$ cat config.mk
export PLATFORM = sky130hd
export DESIGN_NAME = con_bus_scheduler
export DESIGN_NICKNAME = d
export VERILOG_FILES = /design/src/rtl/con_bus_scheduler.sv
export SDC_FILE = /design/constraint.sdc
export NUM_CORES = 1
export LEC_CHECK = 0
export ABC_AREA = 1
export CAP_MARGIN = 20
export CORE_ASPECT_RATIO = 1.5
export CORE_UTILIZATION = 47
export CTS_BUF_LIST = sky130_fd_sc_hd__clkbuf_8
export DETAILED_ROUTE_END_ITERATION = 6
export HOLD_SLACK_MARGIN = 0.02
export PLACE_DENSITY_LB_ADDON = 0.2
export SLEW_MARGIN = 20
export SYNTH_ARGS = -nofsm -noshare
export SYNTH_HDL_FRONTEND = slang
export SYNTH_SLANG_ARGS = --single-unit
export TNS_END_PERCENT = 50
$ cat constraint.sdc
create_clock -name clk -period 5.15 [get_ports clk]
set_input_delay 1.03 -clock clk [delete_from_list [all_inputs] [get_ports clk]]
set_output_delay 1.03 -clock clk [all_outputs]
set_load 0.02 [all_outputs]
$ cat src/rtl/con_bus_scheduler.sv
// con_bus_scheduler
//   Time-shares the external connection bus between host-to-device load
//   beats (requested by the controller) and device-to-host result words
//   (pushed by the output data shifter into an internal FIFO). Every
//   direction change passes through a one-cycle dead turnaround state so
//   the two sides never drive the bus together.
//
// Ports
//   clk, arst_n_in          rising-edge clock, asynchronous active-low reset
//   ld_req                  controller wants load words (level)
//   ld_grant                load direction currently owned by controller
//   ld_valid                load beat accepted this cycle
//   out_wr, out_wdata       result word push
//   out_full                FIFO full, a push this cycle is dropped
//   overflow                sticky flag: a push was attempted while full
//   con_valid, con_ready    host->device load handshake
//   dev_valid, dev_ready    device->host result handshake
//   dev_data                FIFO head word
//   driving_cons            1 while the device owns the bus
//   fifo_count              FIFO occupancy
module con_bus_scheduler #(
  parameter int DATA_WIDTH = 16,
  parameter int FIFO_DEPTH = 8,
  parameter int MAX_BURST  = 12
) (
  input  logic                            clk,
  input  logic                            arst_n_in,
  input  logic                            ld_req,
  output logic                            ld_grant,
  output logic                            ld_valid,
  input  logic                            out_wr,
  input  logic [DATA_WIDTH-1:0]           out_wdata,
  output logic                            out_full,
  output logic                            overflow,
  input  logic                            con_valid,
  output logic                            con_ready,
  output logic                            dev_valid,
  input  logic                            dev_ready,
  output logic [DATA_WIDTH-1:0]           dev_data,
  output logic                            driving_cons,
  output logic [$clog2(FIFO_DEPTH+1)-1:0] fifo_count
);

  localparam int CNT_W = $clog2(FIFO_DEPTH + 1);
  localparam int PTR_W = $clog2(FIFO_DEPTH);
  localparam int BST_W = $clog2(MAX_BURST + 1);

  localparam logic [CNT_W-1:0] FULL_CNT   = CNT_W'(FIFO_DEPTH);
  localparam logic [CNT_W-1:0] HIGH_WATER = CNT_W'(FIFO_DEPTH - 2);
  localparam logic [CNT_W-1:0] ONE_CNT    = CNT_W'(1);
  localparam logic [BST_W-1:0] BURST_MAX  = BST_W'(MAX_BURST);

  typedef enum logic [2:0] {
    S_IDLE,
    S_LOAD,
    S_TURN_OUT,
    S_DRAIN,
    S_TURN_IN
  } state_t;

  state_t                  state;
  state_t                  state_nxt;
  logic [BST_W-1:0]        burst_cnt;
  logic [BST_W-1:0]        burst_inc;
  logic [BST_W-1:0]        burst_nxt;
  logic                    burst_hit;
  logic [PTR_W-1:0]        wr_ptr;
  logic [PTR_W-1:0]        rd_ptr;
  logic [CNT_W-1:0]        count_nxt;
  logic [DATA_WIDTH-1:0]   mem [FIFO_DEPTH];
  logic                    push;
  logic                    pop;
  logic                    drain_empties;

  // Saturating beat counter step: holds at MAX_BURST once reached.
  function automatic logic [BST_W-1:0] burst_sat_inc(input logic [BST_W-1:0] v,
                                                     input logic             en);
    if (en && (v != BURST_MAX)) begin
      return v + BST_W'(1);
    end
    return v;
  endfunction

  // Bus ownership and handshakes, all decoded from registered state
  assign driving_cons = (state == S_TURN_OUT) || (state == S_DRAIN);
  assign ld_grant     = (state == S_LOAD);
  assign con_ready    = (state == S_LOAD) && ld_req;
  assign ld_valid     = con_ready && con_valid;
  assign dev_valid    = (state == S_DRAIN) && (fifo_count != '0);
  assign dev_data     = mem[rd_ptr];

  // FIFO control: fullness comes from the registered count, so a push in a
  // full cycle is dropped even if a pop frees a slot in that same cycle.
  assign out_full  = (fifo_count == FULL_CNT);
  assign push      = out_wr && !out_full;
  assign pop       = dev_valid && dev_ready;
  assign count_nxt = fifo_count + CNT_W'(push) - CNT_W'(pop);

  // Burst accounting includes the beat of the current cycle
  assign burst_inc = burst_sat_inc(burst_cnt, ld_valid || pop);
  assign burst_hit = (burst_inc == BURST_MAX);

  // FIFO empties at the end of this cycle (or already is)
  assign drain_empties = (fifo_count == '0) ||
                         ((fifo_count == ONE_CNT) && pop && !push);

  always_comb begin
    state_nxt = state;
    unique case (state)
      S_IDLE: begin
        if (fifo_count != '0) begin
          state_nxt = S_TURN_OUT;
        end else if (ld_req) begin
          state_nxt = S_LOAD;
        end
      end
      S_LOAD: begin
        if (!ld_req) begin
          state_nxt = S_IDLE;
        end else if (fifo_count >= HIGH_WATER) begin
          state_nxt = S_TURN_OUT;
        end else if ((fifo_count != '0) && burst_hit) begin
          state_nxt = S_TURN_OUT;
        end
      end
      S_TURN_OUT: begin
        state_nxt = S_DRAIN;
      end
      S_DRAIN: begin
        if (drain_empties) begin
          state_nxt = S_TURN_IN;
        end else if (ld_req && burst_hit) begin
          state_nxt = S_TURN_IN;
        end
      end
      S_TURN_IN: begin
        state_nxt = ld_req ? S_LOAD : S_IDLE;
      end
      default: begin
        state_nxt = S_IDLE;
      end
    endcase
  end

  // Burst count restarts whenever the state changes
  assign burst_nxt = (state_nxt != state) ? '0 : burst_inc;

  // Control registers
  always_ff @(posedge clk or negedge arst_n_in) begin
    if (!arst_n_in) begin
      state      <= S_IDLE;
      burst_cnt  <= '0;
      wr_ptr     <= '0;
      rd_ptr     <= '0;
      fifo_count <= '0;
      overflow   <= 1'b0;
    end else begin
      state      <= state_nxt;
      burst_cnt  <= burst_nxt;
      fifo_count <= count_nxt;
      if (push) begin
        wr_ptr <= wr_ptr + PTR_W'(1);
      end
      if (pop) begin
        rd_ptr <= rd_ptr + PTR_W'(1);
      end
      if (out_wr && out_full) begin
        overflow <= 1'b1;
      end
    end
  end

  // FIFO storage (data only, no reset)
  always_ff @(posedge clk) begin
    if (push) begin
      mem[wr_ptr] <= out_wdata;
    end
  end

endmodule

==> results.cfg, run 1 <==
[hold_path]
holdPathEnd = overflow
worstHoldPathCells = 1
min-delay-start = overflow
min_path_type = reg -> reg

[synth]
syn_avg_cell_area_um2 = 12.1
synth_edf_count = 128
synth-seq-cells = 146
syn-cell-area_mm2 = 0.00614
synth-adder-area-share_pct = 2.57
syn_inst = 509
synth-simple-area-share_pct = 13.7
synth_top_area_share_pct = 62.6
synth_top_family_by_area = simple AND/OR/NAND/NOR gates
yosysSeqAreaShare_pct = 69.9
yosysMostFrequentCell = nor2_1
synth_fp_nets = 543
synth_cell_types = 35
synth_compound_area_share_pct = 9.58
synth-main-ff-cell = edfxtp_1
synth.area.top_cells = edfxtp_1 (63%), nor2_1 (7.9%), dfrtp_1 (7.3%)
async_flop_share_pct = 12.3
synth_top_cells_by_count = nor2_1 (129), edfxtp_1 (128), o21ai_0 (67)
synth_xor_area_share_pct = 0.999
muxShareOfSynthArea_pct = 0
yosysWarnings = 0
synth_area_leader_cell = edfxtp_1

[drt]
via_per_inst = 5.39
detail_route.wl_per_cell_um = 16.9
drt_iter0_markers = 168
drt_pass1_iterations = 4
drc_errors = 0
ant_nets = 0
via_count = 3955
drt-total-wl_um = 12400

[floorplanning]
chipHeight_um = 142
coreArea_mm2 = 0.0126
ios = 49
dieArea_mm2 = 0.0135
num_rows = 50
initial_utilization_pct = 48.6
die_w_um = 95.3

[finish]
nets = 599
final_area_mm2 = 0.00723
utilization_pct = 57.2
n_antenna_cell = 0
drive_gt1_share_pct = 11.2
syn_to_final_growth_pct = 17.7
n_fill_cell = 1057

[clock_tree]
cts_num_sinks = 146
ctsHoldBuffers = 0
post_cts_resize_count = 0
ctsRootBufferMaster = clkbuf_8
cts_tree = built
clkTransAtPathRegs_ns = 0.08
clock_latency_ns = 0.43
cts_setup_buffers = 0
clock_path_buffers = 2
numCtsBuffers = 17
htreeDepth = 4

[worst_setup_path]
start_kind = flip-flop
end_kind = output port
rr_endpoint = mem[3][3]
cp_slowest_stage_delay_ns = 0.67
path_max_fanout = 65
crit_arrival_ns = 2.77
slowest_stage = inv_2
rr_startpoint = fifo_count[2]
path_class = reg -> out
cp_cell_sequence = inv_2 -> o21ai_0 -> o22ai_1 -> nor2_1 -> a31oi_1 -> clkdlybuf4s50_1
cp.required_ns = 4.12
reg2reg_depth = 8
path_buf_inv = 2
worst-r2r-setup-slack_ns = 2.69
cp_top_family = buffers and inverters

[grt]
antenna_found_initial = 0
grt_max_degree = 66
grt_overflow = 0
grt_pass1_vias = 4043
grt_pass1_wl_um = 19600
track_usage_pct = 19.8

[power_and_ir_drop]
total_power_mw = 4.33
leakagePower_nw = 2.62
pwr-share-seq_pct = 36.9
p_sw_mw = 1.62
clockPowerShare_pct = 21.1
vdd.ir_drop.worst_mv = 0.397
internal-power_mw = 2.72
cellPowerDensity_mw_per_mm2 = 600
power_switching_share_pct = 37.3
combPwrFrac_pct = 42.0

[timing]
rsz0062_at_grt = no
maxSlewHeadroom_pct = 36.0
setup_tns_ns = 0
hold_viol = 0
setup_viol = 0
final_max_slew_viol_count = 0
tightest_slew_ns = 0.961
min_period_over_period_pct = 73.7
fin_skew_ns = 0.00937
min_period_ns = 3.80
fmax_mhz = 263

[outcome]
status = complete, no violations

[job]
cap_violations = 0

[placed_design]
routabilityCongestion = 0.812
port_buffers = 48
placed_cell_area_mm2 = 0.00682
hpwl_um = 7540
[per-layer routing]
metal  up-vias  global-route usage (%)  part of all wire (%)
met5         -                       0                     0
met4         0                    6.86                  0.43
met3         2                    5.07                   5.9
met2        99                    35.6                    54
met1      1940                    22.2                    39
li1       1914                       -                     -
[sequential cells by signal, indices dropped and copies added, names as in the netlist]
register,cells
fifo_count,4
mem,128
burst_cnt,4
wr_ptr,3
state,3
rd_ptr,3
overflow,1
[final cells by class]
type                       instances  area [um2]  share of cell area (%)
inverter                          29         113                    1.56
sequential                       146        4300                    59.4
tap                              156         195                    2.70
timing repair buffer              60         571                    7.89
clock buffer                      17         234                    3.24
multi-input combinational        311        1650                    22.8
clock inverter                    15         174                    2.41
[worst register-to-register path, cell delays in order (launching register included)]
cell	delay, ns
dfrtp_1	0.38
inv_1	0.09
ha_1	0.20
nand3_1	0.10
nand2_1	0.13
inv_1	0.13
nand2_1	0.11
nor2_1	0.68
buf_4	0.33
[worst max path at each step]
stage	slack, ns	startpoint	depth (start not counted)	to
6_report	1.35	rd_ptr[0]	6	dev_data[14]
5_1_grt	1.10	rd_ptr[0]	6	dev_data[12]
4_1_cts	1.28	rd_ptr[0]	6	dev_data[14]
3_5_place_dp	1.63	ld_req	4	con_ready
3_3_place_gp	1.67	ld_req	4	ld_valid
2_1_floorplan	2.52	rd_ptr[0]	7	dev_data[14]
[layout by cell type, fill, tap and decap left out, drive strengths merged, types with 2 or more instances in the layout]
master         Yosys  final
a21oi              2      2
a31oi             17     17
buf                1     12
bufinv             0      4
clkbuf            22     17
clkdlybuf4s50      0     48
clkinv             1     10
dfrtp             18     18
edfxtp           128    128
ha                11     11
inv               28     30
nand2             32     32
nand3             15     15
nand3b             2      2
nand4              2      2
nor2             132    132
o21ai             67     67
o22ai             16     16
xnor2              3      3
xor2               4      4
[per-stage QoR]
| step | hold WS, ns | instances | setup slack, ns |
|---|---|---|---|
| after floorplan | 0.493 | 509 | 2.52 |
| final | 0.485 | 734 | 1.35 |
| after CTS | 0.482 | 734 | 1.28 |
| after detailed placement | 0.460 | 702 | 1.63 |
| after global placement | 0.445 | 702 | 1.67 |
| after global routing | 0.489 | 734 | 1.10 |
[power by group through the flow]
stage          clock (mW)  sequential (mW)  combinational [mW]
2_1_floorplan           0             1.63                1.17
6_report            0.915             1.60                1.82
4_1_cts             0.935             1.60                1.84
5_1_grt             0.979             1.62                2.02
3_3_place_gp            0             1.62                1.81
3_5_place_dp            0             1.63                1.83
[kinds of logic (layout without fill, tap and decap cells)]
kind of cell               after synthesis  in the layout
xor gates and xnor gates                 7              7
and+or+nand+nor                        186            186
AOI/OAI and AO/OA                      106            106
adders and majority gates               12             12
DFF                                    146            146
buffers and inverters                   52            121
(Power assumes the default switching activity.)
==> run 2: changes to the inputs <==
- clock period: 5.15 -> 3.25 ns (I/O delays scaled with it)
==> results.cfg, run 2 (same netlist as run 1, synthesis figures left out) <==
[worst_setup_path]
cp_slowest_stage_delay_ns = 0.63
start_kind = flip-flop
path_max_fanout = 15
crit_arrival_ns = 2.40
path_class = reg -> out
slowest_stage = clkdlybuf4s50_1
cp_cell_sequence = clkinv_2 -> buf_4 -> o21ai_0 -> o22ai_1 -> nor2_1 -> a31oi_1 -> clkdlybuf4s50_1
cp_top_family = buffers and inverters
cp.required_ns = 2.60
end_kind = output port
path_buf_inv = 3

[drt]
ant_nets = 0
drt_iter0_markers = 140
via_count = 3997
detail_route.wl_per_cell_um = 17.2
via_per_inst = 5.39
drt_pass1_iterations = 4
drc_errors = 0
drt-total-wl_um = 12800

[timing]
fmax_mhz = 328
setup_tns_ns = 0
min_period_ns = 3.05
min_period_over_period_pct = 93.8
rsz0062_at_grt = no
setup_viol = 0
hold_viol = 0
fin_skew_ns = 0.0118
final_max_slew_viol_count = 0
tightest_slew_ns = 0.903
setup_ws_ns = 0.202
maxSlewHeadroom_pct = 39.6

[clock_tree]
htreeDepth = 4
ctsHoldBuffers = 0
ctsRootBufferMaster = clkbuf_8
clock_path_buffers = 2
cts_num_sinks = 146
numCtsBuffers = 17
clock_latency_ns = 0.43
cts_setup_buffers = 0
clkTransAtPathRegs_ns = 0.07
cts_tree = built

[finish]
n_antenna_cell = 0
largestRegisters = mem x128, burst_cnt x4, fifo_count x4
final_cell_mix = nor2_1 (129), edfxtp_1 (128), o21ai_0 (67), clkdlybuf4s50_1 (48), inv_1 (27)
utilization_pct = 58.3
syn_to_final_growth_pct = 20.0
final_common_cell = nor2_1
drive_gt1_share_pct = 12.6
nets = 607
final_area_mm2 = 0.00737
largest_register_ff_count = 128
layoutNonFillerInstCount = 742
regMostFlops = mem

[power_and_ir_drop]
cellPowerDensity_mw_per_mm2 = 967
leakagePower_nw = 2.68
vdd.ir_drop.worst_mv = 0.513

[floorplanning]
coreArea_mm2 = 0.0126
num_rows = 50
die_w_um = 95.3
ios = 49
dieArea_mm2 = 0.0135
chipHeight_um = 142
initial_utilization_pct = 48.6

[placed_design]
placed_cell_area_mm2 = 0.00691
post-place-cells = 710
routabilityCongestion = 0.809
port_buffers = 48
place_ws_ns = 0.498
hpwl_um = 7690

[job]
cap_violations = 0

[grt]
track_usage_pct = 20.7
grt_pass1_vias = 4109
grt_overflow = 0
grt_pass1_wl_um = 20400
grt_max_degree = 47
antenna_found_initial = 0

[outcome]
status = complete, no violations

[hold_path]
min_path_type = reg -> reg
==> run 2: changes by cell type in the layout (fill, tap and decap cells not counted), sizes merged <==
| cell | change |
|---|---|
| clkinv | -7 |
| clkinvlp | +2 |
| buf | +8 |
| clkbuf | +5 |
==> run 2: report_power, final <==
group	total [mW]	leakage (nW)	switching (mW)	internal [mW]
clock	1.57	0.232	0.636	0.935
combinational	3.02	1.06	1.84	1.18
sequential	2.54	1.38	0.147	2.39
==> run 2: area by class of cell <==
type / instances / area [um2]
timing repair buffer: 68 / 659
sequential: 146 / 4300
multi-input combinational: 311 / 1650
fill: 1036 / 5270
inverter: 29 / 114
tap: 156 / 195
clock buffer: 22 / 303
clock inverter: 10 / 155
==> run 2: what timing repair did <==
action | in CTS | in global routing
endpoints found under the setup margin | 0 | 9
gates resized for setup | 0 | 2
hold endpoints to repair | 0 | 0
==> run 2: final timing paths <==
| check | from | to | slack (ns) | cells past startpoint |
|---|---|---|---|---|
| max | rd_ptr[0] | dev_data[11] | 0.20 | 7 |
| min | overflow | overflow | 0.47 | 1 |
| max reg2reg | fifo_count[2] | fifo_count[1] | 0.91 | 11 |
| min reg2reg | overflow | overflow | 0.47 | 1 |
| max in group asynchronous | arst_n_in | rd_ptr[0] | 1.91 | 1 |
| min in group asynchronous | arst_n_in | burst_cnt[1] | 0.72 | 1 |
==> run 2: routing by layer <==
layer / vias to the layer above / global-route usage [%] / share of wire [%]
met5: - / 0 / 0
met4: 0 / 7.02 / 1.2
met3: 16 / 4.75 / 4.8
met2: 92 / 37.0 / 54
met1: 1962 / 23.9 / 40
li1: 1927 / - / -
==> run 2: per-stage QoR <==
step                hold WS (ns)  power [mW]
finish                     0.474        7.13
global route               0.499        7.60
CTS                        0.474        7.20
detailed placement         0.455        5.62
global placement           0.450        5.53
floorplan                  0.354        4.44
==> run 3: changes to the inputs <==
- CORE_MARGIN: not set -> 4
- HOLD_SLACK_MARGIN: 0.02 -> 0.08
- PLACE_DENSITY: not set -> 0.78
- PLACE_DENSITY_LB_ADDON: 0.2 -> not set
==> results.cfg, run 3 (same netlist as run 1, synthesis figures left out) <==
[outcome]
status = complete, no violations

[timing]
maxSlewHeadroom_pct = 42.2
setup_viol = 0
timing.hold.ws_ns = 0.475
fmax_mhz = 317
setup_tns_ns = 0
rsz0062_at_grt = yes
fin_skew_ns = 0.00591
hold_viol = 0
min_period_over_period_pct = 97.0
final_max_slew_viol_count = 0
tightest_slew_ns = 0.864
min_period_ns = 3.15

[clock_tree]
clock_latency_ns = 0.44
numCtsBuffers = 17
clkTransAtPathRegs_ns = 0.08
cts_num_sinks = 146
clock_path_buffers = 2
cts_tree = built
htreeDepth = 4
ctsRootBufferMaster = clkbuf_8

[drt]
drc_errors = 0
ant_nets = 0
drt_iter0_markers = 222
via_count = 4041
drt_pass1_iterations = 7
via_per_inst = 5.42
detail_route.wl_per_cell_um = 16.8
drt-total-wl_um = 12500

[floorplanning]
initial_utilization_pct = 48.6
die_w_um = 101
ios = 49
dieArea_mm2 = 0.0150
num_rows = 50
chipHeight_um = 148
coreArea_mm2 = 0.0126

[finish]
final_area_mm2 = 0.00739
drive_gt1_share_pct = 13.4
largestRegisters = mem x128, burst_cnt x4, fifo_count x4
largest_register_ff_count = 128
final_cell_mix = nor2_1 (129), edfxtp_1 (128), o21ai_0 (67), clkdlybuf4s50_1 (36)
regMostFlops = mem
syn_to_final_growth_pct = 20.4
final_common_cell = nor2_1
n_antenna_cell = 0
nets = 610
layoutNonFillerInstCount = 745

[worst_setup_path]
start_kind = flip-flop
end_kind = output port
cp_slowest_stage_delay_ns = 0.68
crit_arrival_ns = 2.50
slowest_stage = clkdlybuf4s50_1
path_max_fanout = 20
path_class = reg -> out
cp_cell_sequence = buf_4 -> o21ai_0 -> o22ai_1 -> nor2_1 -> a31oi_1 -> clkdlybuf4s50_1
cp.required_ns = 2.60

[placed_design]
port_buffers = 48
routabilityCongestion = 0.887
hpwl_um = 8340
placed_cell_area_mm2 = 0.00692
post-place-cells = 713

[power_and_ir_drop]
vdd.ir_drop.worst_mv = 0.535
leakagePower_nw = 2.76
total_power_mw = 7.06
cellPowerDensity_mw_per_mm2 = 956

[job]
cap_violations = 0

[hold_path]
min_path_type = reg -> reg

[grt]
grt_overflow = 0
grt_pass1_wl_um = 20000
track_usage_pct = 17.5
grt_max_degree = 31
grt_pass1_vias = 4094
antenna_found_initial = 0
-- run 3: cell count changes in the layout (fill, tap and decap cells not counted), sizes merged --
cell,delta
buf,+3
clkbuf,-5
clkdlybuf4s50,-12
clkinv,+1
clkinvlp,+1
dlymetal6s2s,+12
inv,+3
-- run 3: path summary, 6_finish.rpt --
check / depth (start not counted) / slack [ns] / from / end
worst max register to register: 11 / 0.86 / fifo_count[3] / fifo_count[2]
worst min register to register: 1 / 0.47 / overflow / overflow
worst min-delay path: 1 / 0.47 / overflow / overflow
min in group asynchronous: 1 / 0.69 / arst_n_in / burst_cnt[0]
max in group asynchronous: 1 / 1.92 / arst_n_in / rd_ptr[0]
worst max-delay path: 6 / 0.1 / rd_ptr[0] / dev_data[14]
-- run 3: critical path: cells and delay by family (launching register included) --
family                 cells  cell delay [ns]
and+or+nand+nor            1             0.05
buffers and inverters      2             0.96
DFF                        1             0.55
AOI/OAI and AO/OA          3             0.51
-- run 3: through the flow --
step                utilization (%)  setup WS, ns
finish                         58.5        0.0979
detailed placement             54.7         0.466
CTS                            58.2       0.00652
global route                   58.5       -0.0516
global placement               54.7         0.535
floorplan                         -         0.883
-- run 3: routing by layer --
metal / track usage (%) / wire length (um)
met4: 7.12 / 191
met1: 19.9 / 4840
met5: 0 / 0
met2: 31.2 / 6840
met3: 4.06 / 637
-- run 3: power by group --
part / switching, mW / internal, mW / total, mW
Clock: 0.685 / 0.844 / 1.53
Sequential: 0.175 / 2.39 / 2.57
Combinational: 1.81 / 1.15 / 2.96
-- run 3: repair_timing --
| item | in CTS | in global routing |
|---|---|---|
| setup buffers | 0 | 0 |
| hold buffers | 0 | 0 |
| endpoints found under the setup margin | 0 | 16 |
| resized for setup | 0 | 14 |
-- run 3: cell type report --
class,count,area [um2]
inverters,29,113
well taps,156,195
multi-input cells,311,1650
repair buffers,71,699
fillers,994,5250
clock buffers,17,234
flip-flops and latches,146,4300
clock inverters,15,204
